**src/rtl/scan_pkg.sv**
```systemverilog
// Shared types and constants for the scan index sequencer.
//   state_e : sequencer FSM states
//   MODE_*  : encodings of the 2-bit mode input
package scan_pkg;

  typedef enum logic [1:0] {
    ST_IDLE  = 2'd0,
    ST_SCAN  = 2'd1,
    ST_BLANK = 2'd2
  } state_e;

  localparam logic [1:0] MODE_UP   = 2'b00;
  localparam logic [1:0] MODE_DOWN = 2'b01;
  localparam logic [1:0] MODE_PP   = 2'b10;
  localparam logic [1:0] MODE_HOLD = 2'b11;

endpackage

```
**src/rtl/scan_index_sequencer_next_chan_finder.sv**
```systemverilog
// Combinational search for the next eligible channel.
// A channel is eligible when its index is below N_CHAN and its skip bit is 0.
// Ports:
//   cur_idx       : index the search starts from (excluded from the forward search)
//   dir_down      : 0 = search upward, 1 = search downward
//   pingpong      : at an end, turn around instead of wrapping to the far end
//   skip_mask     : bit i = 1 skips channel i
//   next_idx      : selected channel
//   wrapped       : the search ran off the end (wrap-around or turnaround)
//   reverse       : ping-pong turnaround happened, direction must flip
//   none_eligible : no channel is eligible at all
// Starting the search from the far end (N_CHAN-1 upward, or 0 downward) makes
// the wrap path return the lowest/highest eligible channel, which is how the
// first channel of a scan is found.
module next_chan_finder
  import scan_pkg::*;
#(
  parameter int IDX_W  = 3,
  parameter int N_CHAN = 8
) (
  input  logic [IDX_W-1:0]      cur_idx,
  input  logic                  dir_down,
  input  logic                  pingpong,
  input  logic [2**IDX_W-1:0]   skip_mask,
  output logic [IDX_W-1:0]      next_idx,
  output logic                  wrapped,
  output logic                  reverse,
  output logic                  none_eligible
);

  localparam int NUM = 2**IDX_W;

  logic [NUM-1:0]   elig;
  logic             fwd_found;
  logic             back_found;
  logic [IDX_W-1:0] fwd_idx;
  logic [IDX_W-1:0] back_idx;
  logic [IDX_W-1:0] end_idx;

  always_comb begin
    elig = '0;
    for (int i = 0; i < NUM; i++) begin
      elig[i] = (i < N_CHAN) && !skip_mask[i];
    end
  end

  // fwd_*  : nearest eligible channel strictly ahead in the search direction
  // back_* : nearest eligible channel strictly behind (ping-pong turnaround)
  // end_idx: first eligible channel seen from the far end (wrap target)
  always_comb begin
    fwd_found  = 1'b0;
    back_found = 1'b0;
    fwd_idx    = '0;
    back_idx   = '0;
    end_idx    = '0;
    if (!dir_down) begin
      // Descending loop: the last hit is the lowest matching index.
      for (int i = NUM - 1; i >= 0; i--) begin
        if (elig[i] && (i > int'(cur_idx))) begin
          fwd_found = 1'b1;
          fwd_idx   = IDX_W'(i);
        end
        if (elig[i]) begin
          end_idx = IDX_W'(i);
        end
      end
      // Ascending loop: the last hit is the highest index below cur_idx.
      for (int i = 0; i < NUM; i++) begin
        if (elig[i] && (i < int'(cur_idx))) begin
          back_found = 1'b1;
          back_idx   = IDX_W'(i);
        end
      end
    end else begin
      for (int i = 0; i < NUM; i++) begin
        if (elig[i] && (i < int'(cur_idx))) begin
          fwd_found = 1'b1;
          fwd_idx   = IDX_W'(i);
        end
        if (elig[i]) begin
          end_idx = IDX_W'(i);
        end
      end
      for (int i = NUM - 1; i >= 0; i--) begin
        if (elig[i] && (i > int'(cur_idx))) begin
          back_found = 1'b1;
          back_idx   = IDX_W'(i);
        end
      end
    end
  end

  always_comb begin
    none_eligible = ~|elig;
    next_idx      = fwd_idx;
    wrapped       = 1'b0;
    reverse       = 1'b0;
    if (!fwd_found) begin
      wrapped = 1'b1;
      if (pingpong) begin
        reverse  = 1'b1;
        // Nothing behind either means cur_idx is the single eligible channel.
        next_idx = back_found ? back_idx : end_idx;
      end else begin
        next_idx = end_idx;
      end
    end
  end

endmodule

```
**src/rtl/scan_index_sequencer.sv**
```systemverilog
// Scan index sequencer: drives idx/en of a one-hot channel decoder.
// Sweeps eligible channels (up, down, ping-pong or hold), holding en high for
// DWELL cycles per channel with BLANK low cycles between channels.
// Ports:
//   clk, rst  : clock, synchronous active-high reset
//   start     : begins a scan from IDLE (ignored elsewhere)
//   stop      : ends the scan at the next channel boundary
//   mode      : 00 up, 01 down, 10 ping-pong, 11 hold
//   skip_mask : bit i = 1 skips channel i
//   idx, en   : registered decoder index and enable
//   wrap      : one-cycle pulse when a sweep completes
//   busy      : high whenever the sequencer is not IDLE
module scan_index_sequencer
  import scan_pkg::*;
#(
  parameter int IDX_W  = 3,
  parameter int N_CHAN = 8,
  parameter int DWELL  = 4,
  parameter int BLANK  = 1
) (
  input  logic                clk,
  input  logic                rst,
  input  logic                start,
  input  logic                stop,
  input  logic [1:0]          mode,
  input  logic [2**IDX_W-1:0] skip_mask,
  output logic [IDX_W-1:0]    idx,
  output logic                en,
  output logic                wrap,
  output logic                busy
);

  localparam int CNT_MAX = (DWELL > BLANK) ? DWELL : BLANK;
  localparam int CNT_W   = (CNT_MAX > 1) ? $clog2(CNT_MAX) : 1;
  localparam logic [CNT_W-1:0] DWELL_LAST = CNT_W'(DWELL - 1);
  localparam logic [CNT_W-1:0] BLANK_LAST = (BLANK > 0) ? CNT_W'(BLANK - 1) : '0;

  state_e           state_q, state_d;
  logic [IDX_W-1:0] idx_q,   idx_d;
  logic             en_q,    en_d;
  logic             wrap_q,  wrap_d;
  logic             busy_q,  busy_d;
  logic [CNT_W-1:0] cnt_q,   cnt_d;
  logic             dir_q,   dir_d;   // ping-pong direction, 1 = down
  logic             stop_q,  stop_d;  // pending stop
  logic             hold_q,  hold_d;  // parked in hold mode

  logic             adv;
  logic             stop_pend;

  logic [IDX_W-1:0] nxt_idx;
  logic             nxt_wrap;
  logic             nxt_rev;
  logic             nxt_none;

  logic [IDX_W-1:0] first_cur;
  logic [IDX_W-1:0] first_idx;
  logic             first_none;
  logic             start_unused_wrap;
  logic             start_unused_rev;
  logic             start_unused;

  // Advance search from the current channel.
  next_chan_finder #(.IDX_W(IDX_W), .N_CHAN(N_CHAN)) u_next (
    .cur_idx       (idx_q),
    .dir_down      ((mode == MODE_PP) ? dir_q : (mode == MODE_DOWN)),
    .pingpong      (mode == MODE_PP),
    .skip_mask     (skip_mask),
    .next_idx      (nxt_idx),
    .wrapped       (nxt_wrap),
    .reverse       (nxt_rev),
    .none_eligible (nxt_none)
  );

  // First channel at start: search from the far end so the wrap path yields
  // the lowest (or, for down, highest) eligible channel.
  assign first_cur = (mode == MODE_DOWN) ? '0 : IDX_W'(N_CHAN - 1);

  next_chan_finder #(.IDX_W(IDX_W), .N_CHAN(N_CHAN)) u_first (
    .cur_idx       (first_cur),
    .dir_down      (mode == MODE_DOWN),
    .pingpong      (1'b0),
    .skip_mask     (skip_mask),
    .next_idx      (first_idx),
    .wrapped       (start_unused_wrap),
    .reverse       (start_unused_rev),
    .none_eligible (first_none)
  );

  assign start_unused = start_unused_wrap ^ start_unused_rev;

  assign stop_pend = stop_q | stop;

  always_comb begin
    state_d = state_q;
    idx_d   = idx_q;
    en_d    = en_q;
    wrap_d  = 1'b0;
    cnt_d   = cnt_q;
    dir_d   = dir_q;
    stop_d  = stop_q;
    hold_d  = hold_q;
    adv     = 1'b0;

    case (state_q)
      ST_IDLE: begin
        stop_d = 1'b0;
        hold_d = 1'b0;
        // stop beats start; a fully masked array cannot start.
        if (start && !stop && !first_none) begin
          state_d = ST_SCAN;
          en_d    = 1'b1;
          idx_d   = first_idx;
          cnt_d   = '0;
          dir_d   = 1'b0;
        end
      end
      ST_SCAN: begin
        stop_d = stop_pend;
        // In hold every cycle is a boundary so stop/mode act immediately.
        if (hold_q) begin
          adv = 1'b1;
        end else if (cnt_q == DWELL_LAST) begin
          if (BLANK == 0) begin
            adv = 1'b1;
          end else begin
            state_d = ST_BLANK;
            en_d    = 1'b0;
            cnt_d   = '0;
          end
        end else begin
          cnt_d = cnt_q + 1'b1;
        end
      end
      ST_BLANK: begin
        stop_d = stop_pend;
        if (cnt_q == BLANK_LAST) begin
          adv = 1'b1;
        end else begin
          cnt_d = cnt_q + 1'b1;
        end
      end
      default: begin
        state_d = ST_IDLE;
        en_d    = 1'b0;
      end
    endcase

    // Channel boundary: mode, mask and pending stop are only sampled here.
    if (adv) begin
      cnt_d = '0;
      if (stop_pend || nxt_none) begin
        state_d = ST_IDLE;
        en_d    = 1'b0;
        stop_d  = 1'b0;
        hold_d  = 1'b0;
      end else if (mode == MODE_HOLD) begin
        state_d = ST_SCAN;
        en_d    = 1'b1;
        hold_d  = 1'b1;
      end else if (hold_q) begin
        // Leaving hold: full dwell on the held channel before moving on.
        state_d = ST_SCAN;
        en_d    = 1'b1;
        hold_d  = 1'b0;
      end else begin
        state_d = ST_SCAN;
        en_d    = 1'b1;
        idx_d   = nxt_idx;
        wrap_d  = nxt_wrap;
        if (mode == MODE_PP) begin
          dir_d = nxt_rev ? ~dir_q : dir_q;
        end else begin
          dir_d = (mode == MODE_DOWN);
        end
      end
    end

    busy_d = (state_d != ST_IDLE);
  end

  always_ff @(posedge clk) begin
    if (rst) begin
      state_q <= ST_IDLE;
      idx_q   <= '0;
      en_q    <= 1'b0;
      wrap_q  <= 1'b0;
      busy_q  <= 1'b0;
      cnt_q   <= '0;
      dir_q   <= 1'b0;
      stop_q  <= 1'b0;
      hold_q  <= 1'b0;
    end else begin
      state_q <= state_d;
      idx_q   <= idx_d;
      en_q    <= en_d;
      wrap_q  <= wrap_d;
      busy_q  <= busy_d;
      cnt_q   <= cnt_d;
      dir_q   <= dir_d;
      stop_q  <= stop_d;
      hold_q  <= hold_d;
    end
  end

  assign idx  = idx_q;
  assign en   = en_q;
  assign wrap = wrap_q;
  assign busy = busy_q;

endmodule

```
**config.mk**
```make
export PLATFORM = sky130hd
export DESIGN_NAME = scan_index_sequencer
export DESIGN_NICKNAME = d
export VERILOG_FILES = /design/src/rtl/scan_pkg.sv /design/src/rtl/scan_index_sequencer_next_chan_finder.sv /design/src/rtl/scan_index_sequencer.sv
export SDC_FILE = /design/constraint.sdc
export NUM_CORES = 1
export LEC_CHECK = 0
export BUFFER_PORTS_ARGS = -buffer_cell sky130_fd_sc_hd__buf_2
export CAP_MARGIN = 20
export CORE_MARGIN = 4
export CORE_UTILIZATION = 55
export CTS_CLUSTER_SIZE = 12
export DETAILED_ROUTE_END_ITERATION = 16
export GPL_TIMING_DRIVEN = 0
export PLACE_DENSITY = 0.76
export RECOVER_POWER = 50
export SETUP_SLACK_MARGIN = 0.3
export SLEW_MARGIN = 15
export SYNTH_ARGS = -nofsm -noshare
export SYNTH_HDL_FRONTEND = slang
export SYNTH_SLANG_ARGS = --single-unit
```
**constraint.sdc**
```tcl
create_clock -name clk -period 2.65 [get_ports clk]
set_input_delay 0.1325 -clock clk [delete_from_list [all_inputs] [get_ports clk]]
set_output_delay 0.1325 -clock clk [all_outputs]
set_load 0.1 [all_outputs]
```
==> impl_metrics.env <==
export IMPL_io_buffers=17
export IMPL_grt_pass1_wl_um=6803
export IMPL_firstDrtPassIters=4
export IMPL_dieArea_um2=3569
export IMPL_p_leak_uw=0.0006032
export IMPL_die_height_um=59.75
export IMPL_p_per_area_nw_per_um2=335.8
export IMPL_clkSinkCount=13
export IMPL_clk_latency_ns=0.29
export IMPL_synth_commonest_cells="20 x nor2_1, 18 x nand2_1, 16 x a21oi_1, 13 x dfxtp_1, 13 x o21ai_0"
export IMPL_ys_seq_area_share_pct=17.67
export IMPL_seqPwrFrac_pct=38.5
export IMPL_drive_above_1_share_pct=17.49
export IMPL_path_class="flip-flop to flip-flop"
export IMPL_synth_ff_type="dfxtp_1"
export IMPL_antenna_cells=0
export IMPL_fmax_ghz=0.4604
export IMPL_cp_max_fo=8
export IMPL_hold_buffers=0
export IMPL_start_util_pct=58.38
export IMPL_fin_skew_ns=0.01810
export IMPL_numCtsBuffers=3
export IMPL_pwr_share_comb_pct=38.2
export IMPL_dpl_hpwl_um=3166
export IMPL_r2r_cells=8
export IMPL_worstSetupStartpointType="flip-flop"
export IMPL_synth_cell_types=58
export IMPL_ys_ff_latch=13
export IMPL_cts_tree="built"
export IMPL_max_slew_margin_rel_pct=22.75
export IMPL_wl_met1_um=1877
export IMPL_setup_violations=0
export IMPL_vias=1652
export IMPL_yosysWarnings=0
export IMPL_cts_htree_levels=1
export IMPL_slew_violations=0
export IMPL_power_frac_clock_pct=23.3
export IMPL_grt_pass1_vias=1466
export IMPL_dr_wl_met3_um=286
export IMPL_fin_nets=244
export IMPL_synth_top_area_share_pct=17.67
export IMPL_drc=0
export IMPL_p_sw_uw=212.9
export IMPL_worstPathRequired_ns=2.87
export IMPL_avgSynthCellArea_um2=7.290
export IMPL_yosysMostFrequentCell="nor2_1"
export IMPL_p_sw_share_pct=39.21
export IMPL_power_uw=542.9
export IMPL_place_congestion=0.9558
export IMPL_worstPathArrival_ns=2.40
export IMPL_drtAntennaViolNets=0
export IMPL_rsz0062_at_grt="no"
export IMPL_coreArea_um2=2522
export IMPL_final_util_pct=64.09
export IMPL_synth_largest_area_cell="dfxtp_1"
export IMPL_cap_viol_max_count=0
export IMPL_netlist_area_um2=1473
export IMPL_hold_path_cell_count=2
export IMPL_wl_met2_um=1842
export IMPL_p_int_uw=330.0
export IMPL_gr_total_overflow=0
export IMPL_path_clk_slew_ns=0.07
export IMPL_synth_edf_count=0
export IMPL_drt_vias_per_instance=6.530
export IMPL_ys_top_cells_by_area="dfxtp_1 18%, a21oi_1 5.4%, ha_1 5.1%"
export IMPL_maxUsedRoutingLayer="met4"
export IMPL_finalCritPeriodShare_pct=81.97
export IMPL_grt_usage_pct=24.72
export IMPL_drtIter0Drc=109
export IMPL_end_kind="flip-flop"
export IMPL_max_slew_worst_pin_slew_ns=1.164
export IMPL_antenna_found_initial=0
export IMPL_io_pins=20
export IMPL_fin_crit_ns=2.172
export IMPL_synthCells=202
export IMPL_row_count=18
export IMPL_routed_wl_um=4071
export IMPL_async_flop_share_pct=0
export IMPL_hold_class="input pin to flip-flop"
export IMPL_run_status="finished, final reports clean"
export IMPL_tns_ns=0
export IMPL_hold_viol_final=0
export IMPL_syn_nets=222
export IMPL_wire_per_inst_um=16.09
export IMPL_cts_root_buf="clkbuf_4"
export IMPL_grt_max_degree=11
export IMPL_die_w_um=59.75
export IMPL_cts_buffer_depth=2
export IMPL_max_vdd_ir_drop_v=0.0002952
export IMPL_syn_to_final_growth_pct=9.771
layout by cell type (no fill, tap or decap), drive strengths merged, types with 3 or more instances in the layout:
cell | synthesis | layout
nor2 | 20 | 20
nand3 | 3 | 3
a21oi | 18 | 18
nor2b | 4 | 4
nand4 | 3 | 3
o22a | 3 | 3
dfxtp | 13 | 13
a311oi | 3 | 3
clkbuf | 4 | 14
nand2b | 8 | 8
o22ai | 3 | 3
a22o | 3 | 3
ha | 6 | 6
a211oi | 10 | 10
nor3 | 3 | 3
buf | 10 | 21
nand2 | 19 | 19
a31oi | 7 | 7
inv | 11 | 11
or3 | 4 | 4
o21ai | 14 | 14
routing by layer:
metal,vias to the layer above,track usage (%)
li1,803,-
met1,780,35.23
met2,61,37.65
met3,8,4.104
met4,0,7.595
met5,-,0
worst paths after layout:
path              start  slack [ns]    endpoint
min reg2reg      stop_q        0.55      stop_q
max          state_q[1]        0.48        busy
min                 rst        0.05  state_q[0]
max reg2reg  state_q[1]        0.48        busy
power groups by stage:
stage | sequential [uW] | clock, uW | combinational [uW]
after CTS | 208 | 130 | 206
after global routing | 210 | 142 | 225
after global placement | 212 | 0 | 201
after floorplan | 246 | 0 | 122
after detailed placement | 213 | 0 | 205
final | 209 | 127 | 207
state kept, by name (all words and copies together) (netlist names):
name and count:
hold_q 1, state_q 2, busy 1, en 1, cnt_q 2, wrap 1
idx 3, stop_q 1, dir_q 1
per-stage QoR:
stage	hold slack (ns)	area, um2	instances	setup WS [ns]
finish	0.04562	1617	253	0.4779
global route	0.04414	1617	253	0.3196
CTS	0.03938	1625	253	0.4763
detailed placement	0.3356	1599	249	0.5077
global placement	0.3281	1599	249	0.5688
floorplan	0.2122	1476	202	0.4014
kinds of logic after synthesis:
| kind of cell | count (synthesis) | share of synthesized area, % |
|---|---|---|
| mux | 2 | 1.444 |
| compound gates | 78 | 38.74 |
| flops | 13 | 17.67 |
| buf+inv | 25 | 8.241 |
| simple gates | 78 | 28.80 |
| fa+ha+maj | 6 | 5.098 |
what timing repair did:
item / CTS / global route
setup buffers: 0 / 0
resized for setup: 0 / 1
setup endpoints to repair: 0 / 1
critical path: stages, from the launching register on:
cell and delay, ns:
dfxtp_1 0.40, inv_1 0.09, ha_1 0.25, a22o_1 0.28, and2_0 0.15, clkbuf_1 0.18, or4_1 0.52, a21oi_2 0.14
or2_1 0.11
cell type report:
type                    instances  area, um2
multi-input cells             164       1090
repair buffers                 17      77.57
plain buffers                  14      80.08
well taps                      30      37.54
clock buffers                   4      26.28
fillers                       249      905.9
flip-flops and latches         13      264.0
inverters                      11      41.29
(Power assumes the default switching activity.)
